==> src/rtl/bit_counter_pre_rx_pkg.sv <==
// Shared types and constants for the serial frame collector.
package bit_counter_pkg;

    typedef enum logic [1:0] {
        IDLE = 2'd0,
        RECV = 2'd1,
        DONE = 2'd2
    } state_e;

    localparam int unsigned FRAME_BITS = 8;

    // Counter must hold the value DATA_W itself, not just DATA_W-1.
    function automatic int unsigned cnt_width(input int unsigned data_w);
        return $clog2(data_w + 1);
    endfunction

endpackage

==> src/rtl/bit_counter_pre_rx_if.sv <==
// Serial-in / parallel-out link bundle between the edge detector, collector and transmitter.
interface bit_counter_pre_rx_if
    import bit_counter_pkg::*;
#(
    parameter int unsigned DATA_W = FRAME_BITS
);
    logic              serial_in;
    logic              rise;
    logic              wake_transmitter;
    logic [DATA_W-1:0] pout;

    modport master (
        output serial_in,
        output rise,
        input  wake_transmitter,
        input  pout
    );

    modport slave (
        input  serial_in,
        input  rise,
        output wake_transmitter,
        output pout
    );
endinterface

==> src/rtl/bit_counter_pre_rx_shift.sv <==
// DATA_W-bit shift register with enable and sync clear; BIT_COUNTER_LSB_FIRST_EN reverses direction.
module bit_shift_reg
    import bit_counter_pkg::*;
#(
    parameter int unsigned DATA_W = FRAME_BITS
) (
    input  logic              clk,
    input  logic              rst,
    input  logic              clr,
    input  logic              shift_en,
    input  logic              din,
    output logic [DATA_W-1:0] word_c
);

    logic [DATA_W-1:0] data_q;
    logic [DATA_W-1:0] data_d;

    always_comb begin
        data_d = data_q;
        if (clr) begin
            data_d = '0;
        end else if (shift_en) begin
`ifdef BIT_COUNTER_LSB_FIRST_EN
            data_d = {din, data_q[DATA_W-1:1]};
`else
            data_d = {data_q[DATA_W-2:0], din};
`endif
        end
    end

    // Post-shift value lets the top capture the completed word on the final bit edge.
    assign word_c = data_d;

    always_ff @(posedge clk) begin
        if (rst) begin
            data_q <= '0;
        end else begin
            data_q <= data_d;
        end
    end

endmodule

==> src/rtl/bit_counter_pre_rx.sv <==
// Receive-side frame collector: after a rise strobe, samples DATA_W serial bits and presents them on pout.
// Bit order set by BIT_COUNTER_LSB_FIRST_EN (undefined: MSB first).
module bit_counter_pre_rx
    import bit_counter_pkg::*;
#(
    parameter int unsigned DATA_W = FRAME_BITS
) (
    input  logic                 clk,
    input  logic                 rst,
    bit_counter_pre_rx_if.slave  bus
);

    localparam int unsigned CNT_W = cnt_width(DATA_W);

    state_e            state_q, state_d;
    logic [CNT_W-1:0]  cnt_q, cnt_d;
    logic [DATA_W-1:0] pout_q, pout_d;
    logic              wake_q, wake_d;
    logic              shift_en_c;
    logic              clr_c;
    logic [DATA_W-1:0] word_c;

    bit_shift_reg #(.DATA_W(DATA_W)) u_shift (
        .clk      (clk),
        .rst      (rst),
        .clr      (clr_c),
        .shift_en (shift_en_c),
        .din      (bus.serial_in),
        .word_c   (word_c)
    );

    // Next-state, counter and output register inputs.
    always_comb begin
        state_d    = state_q;
        cnt_d      = cnt_q;
        pout_d     = pout_q;
        wake_d     = 1'b0;
        shift_en_c = 1'b0;
        clr_c      = 1'b0;
        case (state_q)
            IDLE: begin
                cnt_d = '0;
                if (bus.rise) begin
                    state_d = RECV;
                end
            end
            RECV: begin
                shift_en_c = 1'b1;
                cnt_d      = cnt_q + CNT_W'(1);
                if (cnt_q == CNT_W'(DATA_W - 1)) begin
                    pout_d  = word_c;
                    wake_d  = 1'b1;
                    state_d = DONE;
                end
            end
            DONE: begin
                cnt_d   = '0;
                clr_c   = 1'b1;
                state_d = IDLE;
            end
            default: begin
                cnt_d   = '0;
                state_d = IDLE;
            end
        endcase
    end

    always_ff @(posedge clk) begin
        if (rst) begin
            state_q <= IDLE;
            cnt_q   <= '0;
            pout_q  <= '0;
            wake_q  <= 1'b0;
        end else begin
            state_q <= state_d;
            cnt_q   <= cnt_d;
            pout_q  <= pout_d;
            wake_q  <= wake_d;
        end
    end

    assign bus.pout             = pout_q;
    assign bus.wake_transmitter = wake_q;

endmodule

==> src/flat_wrapper.sv <==
// flat-port wrapper written by rule: the top's interface ports become plain ports
module bit_counter_pre_rx_flat import bit_counter_pkg::*;
#(
    parameter int unsigned DATA_W = FRAME_BITS
)
  (clk, rst, bus_serial_in, bus_rise, bus_wake_transmitter, bus_pout);
  bit_counter_pre_rx_if #(.DATA_W(DATA_W)) bus_i ();
  input  logic clk;
  input  logic rst;
  input wire logic [$bits(bus_i.serial_in)-1:0] bus_serial_in;
  input wire logic [$bits(bus_i.rise)-1:0] bus_rise;
  output wire logic [$bits(bus_i.wake_transmitter)-1:0] bus_wake_transmitter;
  output wire logic [$bits(bus_i.pout)-1:0] bus_pout;
  assign bus_i.serial_in = bus_serial_in;
  assign bus_i.rise = bus_rise;
  assign bus_wake_transmitter = bus_i.wake_transmitter;
  assign bus_pout = bus_i.pout;
  bit_counter_pre_rx #(.DATA_W(DATA_W)) u_core (.clk(clk), .rst(rst), .bus(bus_i));
endmodule
==> config.mk <==
export PLATFORM = sky130hd
export DESIGN_NAME = bit_counter_pre_rx_flat
export DESIGN_NICKNAME = d
export VERILOG_FILES = /design/src/rtl/bit_counter_pre_rx_pkg.sv /design/src/rtl/bit_counter_pre_rx_if.sv /design/src/rtl/bit_counter_pre_rx_shift.sv /design/src/rtl/bit_counter_pre_rx.sv /design/src/flat_wrapper.sv
export SDC_FILE = /design/constraint.sdc
export NUM_CORES = 1
export LEC_CHECK = 0
export ABC_AREA = 1
export CORE_MARGIN = 10
export CORE_UTILIZATION = 30
export DETAILED_ROUTE_END_ITERATION = 8
export PLACE_DENSITY = 0.48
export SLEW_MARGIN = 20
export SYNTH_ARGS = -nofsm -noshare
export SYNTH_HDL_FRONTEND = slang
export SYNTH_SLANG_ARGS = --single-unit
export TNS_END_PERCENT = 50
==> constraint.sdc <==
create_clock -name clk -period 3.05 [get_ports clk]
set_input_delay 0.305 -clock clk [delete_from_list [all_inputs] [get_ports clk]]
set_output_delay 0.305 -clock clk [all_outputs]
set_load 0.05 [all_outputs]
======== Yosys cells after proc, flatten, opt, wreduce, memory -nomap -nowiden ========
Cells that the tools add are included.
cells by class
  add/sub/neg operators ................... 1
  eq/ne operators ......................... 5
  multiplexer cells ....................... 8
  bitwise gates (word level) .............. 1
  reductions and logical operators ........ 4
operator list
  cell                   count
  $mux W8                2
  $add A4 B1 Y4 const B  1
  $eq A4 B3 Y1 const B   1
  $mux W2                2
  $pmux W2 S2            1
  $reduce_and A2 Y1      2
  $mux W1                3
  $eq A2 B1 Y1 const B   1
  $eq A2 B2 Y1 const B   1
  $logic_not A2 Y1       1
  $ne A2 B1 Y1 const B   1
  $ne A2 B2 Y1 const B   1
  $reduce_or A2 Y1       1
  $not A1 Y1             1
storage, ports and cells
  register bits ........................... 23
  output and inout port bits .............. 9
  logic and storage cells ................. 24

======== Longest topological paths before layout ========
  depth in word-level cells ............... 4
  mapped depth ............................ 7
  mapped depth without buffers ............ 7

======== Modules after synthesis ========
A second synthesis with hierarchy kept.
second synthesis, totals
  cell total of the unflattened synthesis .. 144
  area, all modules ....................... 1116.1 um2
modules (own cells, without submodules)
  module              times used  cells an instance  area each (um2)
  bit_counter_pre_rx  1           83                 645.6
  bit_shift_reg       1           61                 470.5

======== Worst setup path before layout ========
No wires, ideal clock.
  path type ............................... register to register
  start ................................... reg u_core.cnt_q[0]
  end ..................................... reg u_core.pout_q[6], in the netlist u_core.bus.pout[6]
  setup time .............................. 0.110 ns
  data arrival time ....................... 1.032 ns
  data required time ...................... 2.940 ns
  path slack .............................. 1.909 ns
  stages on the path, launching flop included .. 7
  clock period less this slack ............ 1.141 ns
  cell sequence ........................... dfxtp_1 -> ha_1 -> nand3_1 -> nor2_4 -> nand2_1 -> inv_1 -> nor2_2
between the ends
  word-level cells in the longest chain between the ends .. 2
RTL lines
  item                         RTL line                  RTL
  start: declaration           bit_counter_pre_rx.sv:16  logic [CNT_W-1:0] cnt_q, cnt_d;
  start signal: assignment     bit_counter_pre_rx.sv:76  cnt_q <= cnt_d;
  $eq A4 B3 Y1                 bit_counter_pre_rx.sv:50  if (cnt_q == CNT_W'(DATA_W - 1)) begin
  $reduce_and A2 Y1 (no line)  --
  end signal: assignment       bit_counter_pre_rx.sv:77  pout_q <= pout_d;
  end: declaration             bit_counter_pre_rx.sv:17  logic [DATA_W-1:0] pout_q, pout_d;
Every way passes these cells.
A chain may end at the register's enable or synchronous reset.

======== Worst setup path in the final report ========
  start ................................... reg u_core.pout_q[0], in the netlist u_core.bus.pout[0]
  end ..................................... out bus_pout[0]
RTL lines
  item              RTL line            RTL
  end: declaration  flat_wrapper.sv:13  output wire logic [$bits(bus_i.pout)-1:0] bus_pout;
No word-level cell between the ends.

==> flow_summary.toml <==
[worst_setup_path]
worst-setup-path-type = "flop to output pin"
required_ns = 2.74
cp_max_fo = 2
path_buf_inv = 1
cp-end-kind = "output pin"
critPathSlowestCell = "clkdlybuf4s50_1"
crit_path_start_kind = "flop"
crit_family = "buffers and inverters"
crit_chain = "clkdlybuf4s50_1"
cp.arrival_ns = 1.47
crit_path_max_incr_delay_ns = 0.81

[placement]
pre_cts_slack_ns = 1.533
gp_congestion = 0.7135
numPortBuffers = 12
place_hpwl_mm = 1.410

[sta]
holdWs_ns = 0.4837
fin_ws_ns = 1.275
worst_pin_slew_ns = 0.5046
setup_viol = 0
rsz0062_at_grt = "false"
period_minus_slack_ns = 1.775
skew_ns = 0.005343
maxSlewViolCount = 0
final_hold_viol_count = 0
min_period_over_period_pct = 58.21
max_freq_ghz = 0.5633
tns_ns = 0
relSlewSlack_pct = 66.25

[floorplanning]
num_rows = 19
die_y_um = 73.84
num_io_pins = 13
die_area_sq_um = 5452
core_sq_um = 2758
initial_core_util_pct = 31.53
die_w_um = 73.84

[final_layout]
insertedDiodeCount = 0
fillerInstances = 289
drive_gt1_share_pct = 12.40
fin_nets = 135
syn_to_final_growth_pct = 21.87

[clock_tree]
root_buffer = "clkbuf_4"
cts_buffer_depth = 2
hold_buffers = 0
numCtsBuffers = 3
cts.reportedPaths.clkPinSlew_ns = 0.12
cts_sinks = 22
cts_resized = 0
htreeDepth = 1
clkLatencyLatePin_ns = 0.31
cts_tree = "built"
postCtsSetupRepairBufs = 0

[yosys]
synth-simple-area-share_pct = 37.70
synthMuxAreaShare_pct = 0
yosysWarnings = 0
synth_xor_area_share_pct = 0
seq_area_frac_synth_pct = 50.65
synth_area_per_cell_sq_um = 7.628
synth.top_cells.by_area = "dfxtp_1 51%, nor2_1 11%, nand2_1 9.9%"
synthesis.nets = 119
yosysTopAreaCellShare_pct = 50.65
synth_top_family_by_area = "simple AND/OR/NAND/NOR gates"
synth_cells = 114
synth_area_sq_um = 869.6
yosys_register_bits = 22
yosysTopAreaCell = "dfxtp_1"
yosys.area_share.adder_pct = 1.439
synth_cell_type_count = 18
synth_compound_area_share_pct = 4.029

[grt]
grt_overflow = 0
antenna_found_initial = 0
grt_pass1_vias = 771
grt_max_degree = 14
grt_pass1_wl_mm = 3.325
grt_use_total_pct = 7.680

[detailed_routing]
firstDrtPassIters = 4
first_iter_violations = 18
vias = 723
postRouteAntennaNets = 0
wl_per_cell_um = 11.09
via_per_inst = 4.519
drc_errors = 0
routed_wl_mm = 1.775

[pwr]
irDropWorstVdd_mv = 0.3204
power_density_nw_per_um2 = 472.3
power.leakage_nw = 0.4498

[worst_hold_path]
hold_class = "flop to flop"

[run_status]
status = "complete, no violations"

[flow_run]
cap_viol_max_count = 0
[layer usage]
| metal | vias up | wire length [um] | track usage, % |
|---|---|---|---|
| met1 | 324 | 755 | 7.436 |
| met2 | 12 | 890 | 13.64 |
| met3 | 2 | 119 | 4.038 |
| met4 | 0 | 10 | 2.484 |
| met5 | - | 0 | 0 |
| li1 | 385 | - | - |
[report_power, final]
part           switching [W]  leakage, nW  total (W)  internal [W]
Combinational      0.0000233        0.250  0.0000378     0.0000145
Sequential        0.00000613        0.179   0.000303      0.000297
Clock              0.0000871       0.0210   0.000160     0.0000729
Total               0.000117        0.450   0.000501      0.000384
[cell usage after synthesis]
cell type	n
nor2_1	26
nand2_1	23
dfxtp_1	22
inv_1	11
nand3_1	5
nor3_1	5
nand2_2	4
a21oi_1	3
nor2_2	3
inv_2	2
o21ai_0	2
o21ai_1	2
buf_2	1
ha_1	1
nand4_1	1
nor2_4	1
nor2_8	1
nor3b_2	1
[per-stage QoR]
stage | total power, W | util, % | cell area (sq um) | std cells
after global routing | 0.0005262 | 38.43 | 1060 | 160
after CTS | 0.0005121 | 38.43 | 1060 | 160
after floorplan | 0.0003363 | - | 869.6 | 114
after global placement | 0.0003471 | 37.11 | 1023 | 156
final | 0.0005005 | 38.43 | 1060 | 160
after detailed placement | 0.0003480 | 37.11 | 1023 | 156
[final timing paths]
| check | from | endpoint | slack (ns) | cells past startpoint |
|---|---|---|---|---|
| worst max register to register | u_core.cnt_q[0] | u_core.bus.pout[6] | 1.69 | 6 |
| worst min register to register | u_core.u_shift.data_q[0] | u_core.u_shift.data_q[0] | 0.48 | 2 |
| worst min-delay path | u_core.u_shift.data_q[0] | u_core.u_shift.data_q[0] | 0.48 | 2 |
| worst max-delay path | u_core.bus.pout[0] | bus_pout[0] | 1.27 | 1 |
[logic make-up (layout without fill, tap and decap cells)]
| family | after synthesis | count (layout) |
|---|---|---|
| buffers and inverters | 14 | 29 |
| AOI/OAI and AO/OA | 7 | 7 |
| and+or+nand+nor | 70 | 70 |
| DFF | 22 | 22 |
| adders and majority gates | 1 | 1 |
[layout by cell type (no fill, tap or decap)]
| master | synthesis | layout |
|---|---|---|
| nand3_1 | 5 | 5 |
| nor2_2 | 3 | 3 |
| dfxtp_1 | 22 | 22 |
| nor2_8 | 1 | 1 |
| clkdlybuf4s50_1 | 0 | 12 |
| nor3b_2 | 1 | 1 |
| o21ai_1 | 2 | 2 |
| nor2_4 | 1 | 1 |
| inv_2 | 2 | 2 |
| clkbuf_4 | 0 | 3 |
| clkbuf_8 | 0 | 1 |
| nor2_1 | 26 | 26 |
| nor3_1 | 5 | 5 |
| o21ai_0 | 2 | 2 |
| inv_1 | 11 | 11 |
| a21oi_1 | 3 | 3 |
| nand2_2 | 4 | 4 |
| nand2_1 | 23 | 23 |
| ha_1 | 1 | 1 |
| nand4_1 | 1 | 1 |
[state kept, by name, indices dropped and copies added, names as in the netlist]
register	cells
u_core.bus.pout	8
u_core.bus.wake_transmitter	1
u_core.cnt_q	4
u_core.state_q	2
u_core.u_shift.data_q	7
[final cells by class]
cell class / count / area, sq um / share of cell area (%)
inverters: 13 / 48.80 / 4.604
flip-flops and latches: 22 / 440.4 / 41.56
multi-input cells: 78 / 375.4 / 35.42
repair buffers: 12 / 120.1 / 11.33
well taps: 31 / 38.79 / 3.660
clock buffers: 4 / 36.28 / 3.424
No activity file was read; power rests on OpenSTA's default activity.
